`src/rtl/pc_unit.sv`:
```
// -----------------------------------------------------------------------------
// pc_unit
//   Program counter for the fetch stage. It supports increment, absolute jump,
//   signed relative branch, call/return through a small LIFO return stack,
//   and a RUN / HALT / FAULT state machine. All outputs come from registers.
//
// Ports
//   clk      : system clock; all state changes on the rising edge
//   reset    : synchronous active-high reset; overrides every other input
//   ld       : advance enable; PC actions happen only with ld=1 in RUN
//   jmp      : absolute jump to jmp_addr
//   jmp_addr : jump / call target
//   br       : relative branch by br_off
//   br_off   : two's-complement branch offset (OFF_W bits)
//   call     : push result+1, then go to jmp_addr
//   ret      : pop the return address into result
//   halt_req : enter HALT (beats any ld action in the same cycle)
//   resume   : leave HALT (ignored while halt_req is also high)
//   result   : current PC
//   sp       : number of occupied return-stack entries
//   halted   : high in HALT
//   fault    : high in FAULT (stack overflow or underflow; sticky until reset)
// -----------------------------------------------------------------------------
module pc_unit #(
    parameter int                 ADDR_W      = 4,
    parameter int                 OFF_W       = 4,
    parameter int                 STACK_DEPTH = 4,
    parameter logic [ADDR_W-1:0]  RESET_ADDR  = '0
) (
    input  logic                              clk,
    input  logic                              reset,
    input  logic                              ld,
    input  logic                              jmp,
    input  logic [ADDR_W-1:0]                 jmp_addr,
    input  logic                              br,
    input  logic [OFF_W-1:0]                  br_off,
    input  logic                              call,
    input  logic                              ret,
    input  logic                              halt_req,
    input  logic                              resume,
    output logic [ADDR_W-1:0]                 result,
    output logic [$clog2(STACK_DEPTH+1)-1:0]  sp,
    output logic                              halted,
    output logic                              fault
);

    localparam int SP_W  = $clog2(STACK_DEPTH + 1);
    localparam int IDX_W = (STACK_DEPTH > 1) ? $clog2(STACK_DEPTH) : 1;

    typedef enum logic [1:0] {
        ST_RUN   = 2'd0,
        ST_HALT  = 2'd1,
        ST_FAULT = 2'd2
    } state_t;

    state_t              r_state;
    logic [ADDR_W-1:0]   r_pc;
    logic [SP_W-1:0]     r_sp;
    logic [ADDR_W-1:0]   r_stack [STACK_DEPTH];

    logic                w_act;
    logic                w_stack_empty;
    logic                w_stack_full;
    logic                w_push;
    logic [IDX_W-1:0]    w_push_idx;
    logic [IDX_W-1:0]    w_pop_idx;
    logic [ADDR_W-1:0]   w_pc_inc;
    logic [ADDR_W-1:0]   w_br_ext;

    // An action is taken only in RUN with ld high and no halt request.
    assign w_act         = (r_state == ST_RUN) && !halt_req && ld;
    assign w_stack_empty = (r_sp == '0);
    assign w_stack_full  = (r_sp == SP_W'(STACK_DEPTH));

    // call only pushes when ret does not outrank it and the stack has room.
    assign w_push     = !reset && w_act && !ret && call && !w_stack_full;
    assign w_push_idx = IDX_W'(r_sp);
    assign w_pop_idx  = IDX_W'(r_sp - SP_W'(1));

    assign w_pc_inc = r_pc + ADDR_W'(1);
    // Size cast of a signed operand sign-extends; also covers OFF_W == ADDR_W.
    assign w_br_ext = ADDR_W'($signed(br_off));

    // Return stack storage: contents are don't-care after reset, so no reset.
    always_ff @(posedge clk) begin
        if (w_push) begin
            r_stack[w_push_idx] <= w_pc_inc;
        end
    end

    always_ff @(posedge clk) begin
        if (reset) begin
            r_state <= ST_RUN;
            r_pc    <= RESET_ADDR;
            r_sp    <= '0;
        end else begin
            case (r_state)
                ST_RUN: begin
                    if (halt_req) begin
                        r_state <= ST_HALT;
                    end else if (ld) begin
                        // Fixed priority: ret > call > jmp > br > increment.
                        if (ret) begin
                            if (w_stack_empty) begin
                                r_state <= ST_FAULT;
                            end else begin
                                r_pc <= r_stack[w_pop_idx];
                                r_sp <= r_sp - SP_W'(1);
                            end
                        end else if (call) begin
                            if (w_stack_full) begin
                                r_state <= ST_FAULT;
                            end else begin
                                r_pc <= jmp_addr;
                                r_sp <= r_sp + SP_W'(1);
                            end
                        end else if (jmp) begin
                            r_pc <= jmp_addr;
                        end else if (br) begin
                            r_pc <= r_pc + w_br_ext;
                        end else begin
                            r_pc <= w_pc_inc;
                        end
                    end
                end
                ST_HALT: begin
                    // A fresh halt request wins over resume.
                    if (resume && !halt_req) begin
                        r_state <= ST_RUN;
                    end
                end
                ST_FAULT: begin
                    r_state <= ST_FAULT;
                end
                default: begin
                    r_state <= ST_FAULT;
                end
            endcase
        end
    end

    assign result = r_pc;
    assign sp     = r_sp;
    assign halted = (r_state == ST_HALT);
    assign fault  = (r_state == ST_FAULT);

endmodule
```
`config.mk`:
```
export PLATFORM = sky130hd
export DESIGN_NAME = pc_unit
export DESIGN_NICKNAME = d
export VERILOG_FILES = /design/src/rtl/pc_unit.sv
export SDC_FILE = /design/constraint.sdc
export NUM_CORES = 1
export LEC_CHECK = 0
export ABC_AREA = 1
export BUFFER_PORTS_ARGS = -buffer_cell sky130_fd_sc_hd__buf_2
export CORE_ASPECT_RATIO = 2
export CORE_MARGIN = 3
export CORE_UTILIZATION = 55
export DETAILED_ROUTE_END_ITERATION = 16
export GPL_TIMING_DRIVEN = 0
export PLACE_DENSITY = 0.79
export SYNTH_ARGS = -nofsm -noshare
export SYNTH_HDL_FRONTEND = slang
export SYNTH_SLANG_ARGS = --single-unit
```
`constraint.sdc`:
```
create_clock -name clk -period 2 [get_ports clk]
set_clock_uncertainty 0.15 [all_clocks]
set_input_delay 0.1 -clock clk [delete_from_list [all_inputs] [get_ports clk]]
set_output_delay 0.1 -clock clk [all_outputs]
set_load 0.005 [all_outputs]
```
==> results of run 1 <==
cells in the mapped netlist:
master    number  area share [%]
nor2_4         1            0.74
edfxtp_1      16              32
nor3_4         1             1.1
o21ai_0       13             4.3
or2_2          2            0.82
nor3_1         1            0.33
o21ai_2        3             1.7
inv_2          2            0.49
clkinv_2       1            0.33
nand2_1       34             8.4
xor2_1         3             1.7
buf_4          1            0.49
dfxtp_1        9              12
clkbuf_8       1            0.91
nand4_1        2            0.82
buf_6          1            0.74
nand3_1       11             3.6
ha_1           9             7.4
a21oi_2        7             4.0
inv_1         22             5.4
o211ai_1       2            0.99
nand2_2        3             1.2
fa_1           1             1.3
nor2_2         2            0.82
nor2_1        24             5.9
xnor2_1        2             1.2
a21oi_1        5             1.6
cell families after synthesis:
family                     Yosys count  share of synthesized area, %
AOI/OAI and AO/OA                   30                          12.7
xor gates and xnor gates             5                          2.88
DFF                                 25                          43.5
adders and majority gates           10                          8.73
and+or+nand+nor                     81                          23.8
buffers and inverters               28                          8.40
metal layers:
layer | share of wire, % | track usage, % | up-vias | routed length, um
li1 | - | - | 645 | -
met1 | 36 | 22.6 | 611 | 1210
met2 | 55 | 35.3 | 47 | 1810
met3 | 3.7 | 2.69 | 18 | 123
met4 | 5.2 | 13.9 | 0 | 171
met5 | 0 | 0 | - | 0
worst max-delay path, stage by stage (launching register included):
cell	delay (ns)
dfxtp_2	0.41
ha_1	0.19
inv_1	0.06
fa_1	0.43
nand2_1	0.08
nand2_1	0.05
o21ai_0	0.17
nand3_1	0.13
a21oi_2	0.14
worst paths after layout:
path | end | startpoint | depth (start not counted) | slack [ns]
max | result[1] | result[0] | 8 | 0.12
min reg2reg | result[0] | result[0] | 2 | 0.39
min | r_state[1] | halt_req | 4 | 0.04
max reg2reg | result[1] | result[0] | 8 | 0.12
cell type report:
class,count,area [um2],share of cell area [%]
clock buffers,3,41.3,2.31
well taps,28,35.0,1.96
clock inverters,1,7.51,0.420
flip-flops and latches,25,666,37.2
plain buffers,3,32.5,1.82
inverters,25,95.1,5.32
multi-input cells,126,761,42.5
repair buffers,27,150,8.40
power groups by stage:
stage                     clock (W)  combinational [W]  sequential (W)
after floorplan                   0           0.000130        0.000584
after global placement            0           0.000180        0.000585
after global routing       0.000326           0.000228        0.000575
after CTS                  0.000311           0.000195        0.000574
after detailed placement          0           0.000188        0.000586
final                      0.000309           0.000202        0.000574
per-stage QoR:
stage | power (W) | instance area [um2]
floorplan | 0.000713 | 1520
global placement | 0.000764 | 1670
detailed placement | 0.000774 | 1670
CTS | 0.00108 | 1750
global route | 0.00113 | 1790
finish | 0.00108 | 1790
flip-flops by register name, summed over array words and instances, names as in the netlist:
| register | cells |
|---|---|
| r_stack | 16 |
| sp | 3 |
| r_state | 2 |
| result | 4 |
repair_timing:
action | CTS | global route
gates resized for setup | 0 | 10
pin swaps | 0 | 0
hold buffers | 3 | 0
setup endpoints to repair | 16 | 20
buffers inserted | 0 | 0
endpoints found under the hold margin | 9 | 0
==> impl_metrics.yaml, run 1 <==
synth:
  avgSynthCellArea_um2: 8.49
  syn_inst: 179
  ys_types: 27
  yosysSeqAreaShare_pct: 43.5
  yosys_warnings: 0
  ys_ff_latch: 25
  synthesis.area_um2: 1520
  syn_nets: 206
grt:
  track_usage_pct: 20.6
  antenna_found_initial: 0
  grt_max_degree: 16
  grt_pass1_vias: 1305
  grt_overflow: 0
  grt_pass1_wl_mm: 5.46
clock_network:
  tritoncts: "done"
  clock-sinks: 25
  clockBufferDepth: 2
  clock_latency_ns: 0.27
  clkTransAtPathRegs_ns: 0.09
  ctsRootBufferMaster: "clkbuf_8"
  h-tree-depth: 1
  numCtsBuffers: 3
placed_design:
  port_buffers: 24
  pre_cts_ws_ns: -0.0419
  gp_congestion: 0.811
  post-place-cells: 231
  dp_hpwl_mm: 2.51
min_path:
  hold_path_class: "input pin to flop"
timing:
  fin_ws_ns: 0.124
  min_period_over_period_pct: 93.8
  fin_tns_setup_ns: 0
  hold_viol: 0
  slew_violations: 0
  fmax_mhz: 533
  fin_crit_ns: 1.88
  finalSetupViolCount: 0
  max_slew.worst_pin.slew_ns: 0.421
  hold_slack_ns: 0.0364
  slew_headroom_pct: 71.8
floorplan:
  die_y_um: 80.3
  initial_core_util_pct: 58.4
  ios: 26
  num_rows: 26
  core_area_um2: 2600
  fp.dieArea_um2: 3470
  die_width_um: 43.2
power:
  p_per_area_nw_per_um2: 606
  total_leakage_power_nw: 0.758
  p_sw_w: 0.000299
  switching_share_pct: 27.6
  ir_drop_mv: 0.615
  seqPwrFrac_pct: 52.9
  combinationalPowerShare_pct: 18.6
  pwr-share-clk_pct: 28.5
  intPower_w: 0.000786
finish:
  layout-drive-gt1-share_pct: 29.5
  finalNetCount: 238
  final_cell_mix: "nand2_1 (34), buf_2 (24), inv_1 (22), nor2_1 (19), edfxtp_1 (16)"
  fill_cells: 216
  fin_util_pct: 68.7
  insertedDiodeCount: 0
  stdcell_count: 238
  mostFrequentLayoutCell: "nand2_1"
  syn2layout_area_growth_pct: 17.7
drt:
  drc: 0
  ant_nets: 0
  viasPerCell: 5.55
  first_pass_iters: 5
  wire_per_inst_um: 13.9
  vias: 1321
  drt-total-wl_mm: 3.31
  drtIter0Drc: 33
outcome:
  status: "completed"
critical_path:
  worst_setup_path_start_kind: "flop"
  cp.arrival_ns: 1.94
  criticalPathCategory: "flop to flop"
  crit_fanout: 7
  crit_required_ns: 2.06
  end_kind: "flop"
run:
  max_cap_violations: 0
No activity file was read; power rests on OpenSTA's default activity.
==> inputs of run 2 (changes only) <==
--- a/config.mk
+++ b/config.mk
@@ -13,6 +13,7 @@
 export DETAILED_ROUTE_END_ITERATION = 16
 export GPL_TIMING_DRIVEN = 0
 export PLACE_DENSITY = 0.79
+export RECOVER_POWER = 50
 export SYNTH_ARGS = -nofsm -noshare
 export SYNTH_HDL_FRONTEND = slang
 export SYNTH_SLANG_ARGS = --single-unit
==> constraint.sdc (replaced) <==
create_clock -name clk -period 2 [get_ports clk]
set_clock_uncertainty 0.15 [all_clocks]
set_input_delay 0.4 -clock clk [delete_from_list [all_inputs] [get_ports clk]]
set_output_delay 0.4 -clock clk [all_outputs]
set_load 0.005 [all_outputs]
==> impl_metrics.yaml, run 2 (same netlist as run 1, synthesis figures left out) <==
power:
  total_leakage_power_nw: 0.734
  ir_drop_mv: 0.621
  p_per_area_nw_per_um2: 609
timing:
  fin_crit_ns: 1.94
  fin_tns_setup_ns: 0
  hold_viol: 0
  max_slew.worst_pin.slew_ns: 0.411
  fmax_mhz: 517
  fin_ws_ns: 0.0649
  finalSetupViolCount: 0
  slew_violations: 0
  min_period_over_period_pct: 96.8
  slew_headroom_pct: 72.5
floorplan:
  core_area_um2: 2600
  die_width_um: 43.2
  ios: 26
  num_rows: 26
  die_y_um: 80.3
  fp.dieArea_um2: 3470
  initial_core_util_pct: 58.4
min_path:
  holdPathEnd: "result[2]"
  hold_path_class: "input pin to flop"
  whs_path_depth: 2
  hp-start: "reset"
finish:
  syn2layout_area_growth_pct: 16.6
  fin_area_um2: 1770
  stdcell_count: 235
  finalNetCount: 235
  layout-drive-gt1-share_pct: 28.0
  multiInputGateArea_um2: 778
  final_cell_mix: "nand2_1 (34), inv_1 (22), buf_2 (21), nor2_1 (20), edfxtp_1 (16)"
  mostFrequentLayoutCell: "nand2_1"
  insertedDiodeCount: 0
  top_register: "r_stack"
  largest_reg_flops: 16
  regArea_um2: 666
  fill_cells: 222
drt:
  first_pass_iters: 4
  drt-total-wl_mm: 3.37
  drc: 0
  viasPerCell: 5.49
  wire_per_inst_um: 14.3
  ant_nets: 0
  vias: 1290
  drtIter0Drc: 27
grt:
  grtUsageMet2_pct: 35.9
  grt_max_degree: 16
  antenna_found_initial: 0
  grt_pass1_vias: 1292
  grt_pass1_wl_mm: 5.44
  grt-busiest-layer: "met2"
  met3_usage_pct: 2.47
  track_usage_pct: 20.5
  grt_overflow: 0
  met1_usage_pct: 22.3
outcome:
  status: "completed"
clock_network:
  clock_latency_ns: 0.27
  numCtsBuffers: 3
  ctsRootBufferMaster: "clkbuf_8"
  h-tree-depth: 1
  tritoncts: "done"
  hold_buffers: 0
  clockBufferDepth: 2
  cts_setup_buffers: 0
  clkTransAtPathRegs_ns: 0.09
  cts-resized-gates: 0
  clock-sinks: 25
critical_path:
  reg2reg_slack_ns: 0.06
  crit_fanout: 4
  end_kind: "flop"
  crit_required_ns: 1.82
  criticalPathCategory: "flop to flop"
  worst_setup_path_start_kind: "flop"
  r2r_start: "r_state[0]"
  reg2regPathDepth: 5
  cp.arrival_ns: 1.76
  r2r_end: "r_stack[1][3]"
placed_design:
  post_dp_cell_area_um2: 1670
  gp_congestion: 0.811
  post-place-cells: 231
  dp_hpwl_mm: 2.51
  port_buffers: 24
  pre_cts_ws_ns: -0.0419
run:
  max_cap_violations: 0
-- run 2: cell types whose count changed in the layout (fill, tap and decap cells not counted) --
cell	before	now
nor2_4	1	5
dlygate4sd3_1	3	0
nor2_2	7	2
buf_2	24	21
clkbuf_1	0	3
nor2_1	19	20
-- run 2: cell type report --
type	instances	area share, %
multi-input cells	126	43.9
clock inverters	1	0.424
inverters	25	5.37
flip-flops and latches	25	37.6
plain buffers	3	1.84
repair buffers	24	6.57
well taps	28	1.98
clock buffers	3	2.33
-- run 2: worst max-delay path by stage --
| stage | from | to |
|---|---|---|
| final | r_state[0] | r_stack[1][3] |
| after global placement | sp[0] | r_stack[2][0] |
| after detailed placement | sp[0] | r_stack[1][3] |
| after global routing | r_state[0] | r_stack[1][3] |
| after floorplan | sp[0] | r_stack[0][0] |
| after CTS | sp[0] | r_stack[1][3] |
-- run 2: through the flow --
stage	hold slack, ns	power, W	util [%]
floorplan	0.359	0.000713	-
global placement	0.364	0.000764	64.3
detailed placement	0.379	0.000774	64.3
CTS	0.211	0.00108	66.2
global route	0.220	0.00113	68.1
finish	0.213	0.00108	68.1
-- run 2: power breakdown --
| group | internal (W) | switching (W) |
|---|---|---|
| logic | 0.0000812 | 0.000118 |
| registers | 0.000559 | 0.0000150 |
| clock network | 0.000141 | 0.000165 |
-- run 2: routing by layer --
layer	part of all wire, %	wire length, um
met4	5.1	173
met3	2.6	87
met1	36	1220
met2	56	1890
met5	0	0
-- run 2: worst max-delay path: stages (launching register included) --
cell and delay, ns:
dfxtp_1 0.36, nor3_4 0.21, nand2_2 0.11, nor3_1 0.27, nand3_2 0.30, nor2_4 0.24
==> inputs of run 3 (changes only) <==
--- a/config.mk
+++ b/config.mk
@@ -9,10 +9,10 @@
 export BUFFER_PORTS_ARGS = -buffer_cell sky130_fd_sc_hd__buf_2
 export CORE_ASPECT_RATIO = 2
 export CORE_MARGIN = 3
-export CORE_UTILIZATION = 55
+export CORE_UTILIZATION = 30
 export DETAILED_ROUTE_END_ITERATION = 16
 export GPL_TIMING_DRIVEN = 0
-export PLACE_DENSITY = 0.79
+export PLACE_DENSITY = 0.49
 export RECOVER_POWER = 50
 export SYNTH_ARGS = -nofsm -noshare
 export SYNTH_HDL_FRONTEND = slang
==> impl_metrics.yaml, run 3 (same netlist as run 1, synthesis figures left out) <==
placed_design:
  post_dp_cell_area_um2: 1710
  dp_hpwl_mm: 2.78
  port_buffers: 24
  gp_congestion: 0.718
finish:
  fin_util_pct: 37.2
  mostFrequentLayoutCell: "nand2_1"
  top_register: "r_stack"
  largest_reg_flops: 16
  fin_area_um2: 1810
  finalNetCount: 235
  final_cell_mix: "nand2_1 (34), inv_1 (22), buf_2 (21), nor2_1 (20), edfxtp_1 (16)"
  layout-drive-gt1-share_pct: 28.0
  syn2layout_area_growth_pct: 19.3
  insertedDiodeCount: 0
drt:
  vias: 1231
  maxUsedRoutingLayer: "met4"
  wl_met3_um: 71
  drt-met1-wl_mm: 1.27
  first_pass_iters: 4
  wire_per_inst_um: 13.1
  ant_nets: 0
  viasPerCell: 4.66
  met2_length_mm: 2.08
  drtIter0Drc: 21
  drt-total-wl_mm: 3.47
  drc: 0
clock_network:
  clock_latency_ns: 0.27
  clock-sinks: 25
  h-tree-depth: 1
  ctsRootBufferMaster: "clkbuf_8"
  clkTransAtPathRegs_ns: 0.10
  tritoncts: "done"
  numCtsBuffers: 3
  cts_setup_buffers: 0
  hold_buffers: 0
  clockBufferDepth: 2
grt:
  track_usage_pct: 12.4
  grt_pass1_wl_mm: 5.75
  antenna_found_initial: 0
  grt_overflow: 0
  grt_pass1_vias: 1320
  grt_max_degree: 17
critical_path:
  reg2regPathDepth: 8
  crit_path_top_delay_cell: "dfxtp_4"
  crit_fanout: 12
  r2r_end: "result[1]"
  max_stage_delay_ns: 0.37
  cp.arrival_ns: 1.92
  crit_chain: "buf_6, inv_2, ha_4, inv_1, o21ai_0, o211ai_1, nand3_1, a21oi_2"
  worst_setup_path_start_kind: "flop"
  criticalPathCategory: "flop to flop"
  end_kind: "flop"
  r2r_start: "sp[0]"
  crit_required_ns: 2.06
  reg2reg_slack_ns: 0.15
min_path:
  holdPathEnd: "sp[0]"
  whs_path_depth: 2
  hold_path_class: "input pin to flop"
  hp-start: "reset"
floorplan:
  core_area_um2: 4860
  num_rows: 36
  die_width_um: 56.3
  fp.dieArea_um2: 6000
  die_y_um: 107
  initial_core_util_pct: 31.2
  ios: 26
timing:
  min_period_over_period_pct: 92.7
  max_slew.worst_pin.slew_ns: 0.448
  fmax_mhz: 539
  slew_headroom_pct: 70.0
  finalSetupViolCount: 0
  fin_crit_ns: 1.85
  slew_violations: 0
  hold_viol: 0
power:
  finalPower_w: 0.00109
  p_per_area_nw_per_um2: 601
  total_leakage_power_nw: 0.739
  ir_drop_mv: 0.325
outcome:
  status: "completed"
run:
  max_cap_violations: 0
-- run 3: what timing repair did --
action                                  4_1_cts  5_1_grt
endpoints found under the hold margin         0        0
resized for setup                            10        4
pin swaps                                     0        0
endpoints found under the setup margin       17       20
-- run 3: metal layers --
| layer | up-vias | global-route usage [%] |
|---|---|---|
| met5 | - | 0 |
| met4 | 0 | 5.09 |
| met3 | 2 | 1.81 |
| met2 | 11 | 26.0 |
| met1 | 580 | 11.0 |
| li1 | 638 | - |
-- run 3: report_power, final --
| part | internal [W] | switching [W] |
|---|---|---|
| logic | 0.0000805 | 0.000115 |
| clock network | 0.000146 | 0.000174 |
| registers | 0.000558 | 0.0000157 |
| total | 0.000785 | 0.000305 |
-- run 3: per-stage QoR --
stage                     std cells  setup WS [ns]  setup TNS [ns]  hold slack [ns]
after floorplan                 179          0.225               0            0.359
after global placement          260        -0.0462          -0.664            0.376
after detailed placement        260        -0.0702          -0.903            0.386
after CTS                       264        0.00396               0            0.208
after global routing            264       -0.00142        -0.00142            0.207
final                           264          0.146               0            0.210
-- run 3: how the worst max path moves through the flow --
stage	end	slack [ns]	cells after the start	startpoint
after detailed placement	r_stack[3][0]	-0.07	6	sp[0]
after floorplan	r_stack[0][0]	0.22	6	sp[0]
after CTS	result[1]	0.004	8	sp[0]
final	result[1]	0.15	8	sp[0]
after global placement	r_stack[3][0]	-0.05	6	sp[0]
after global routing	result[3]	-0.001	11	sp[0]
-- run 3: final cells by class --
cell class | count | area [um2]
inverters | 25 | 95.1
flip-flops and latches | 25 | 668
multi-input cells | 126 | 778
fillers | 530 | 3050
plain buffers | 3 | 32.5
well taps | 57 | 71.3
clock inverters | 1 | 8.76
clock buffers | 3 | 41.3
repair buffers | 24 | 116
-- run 3: critical path: cells and delay by family (launching register included) --
kind | cells | cell delay, ns
flip-flops | 1 | 0.37
AND/OR/NAND/NOR | 1 | 0.12
buffers and inverters | 3 | 0.45
AO/OA/AOI/OAI | 3 | 0.46
adder cells (fa/ha/maj) | 1 | 0.25
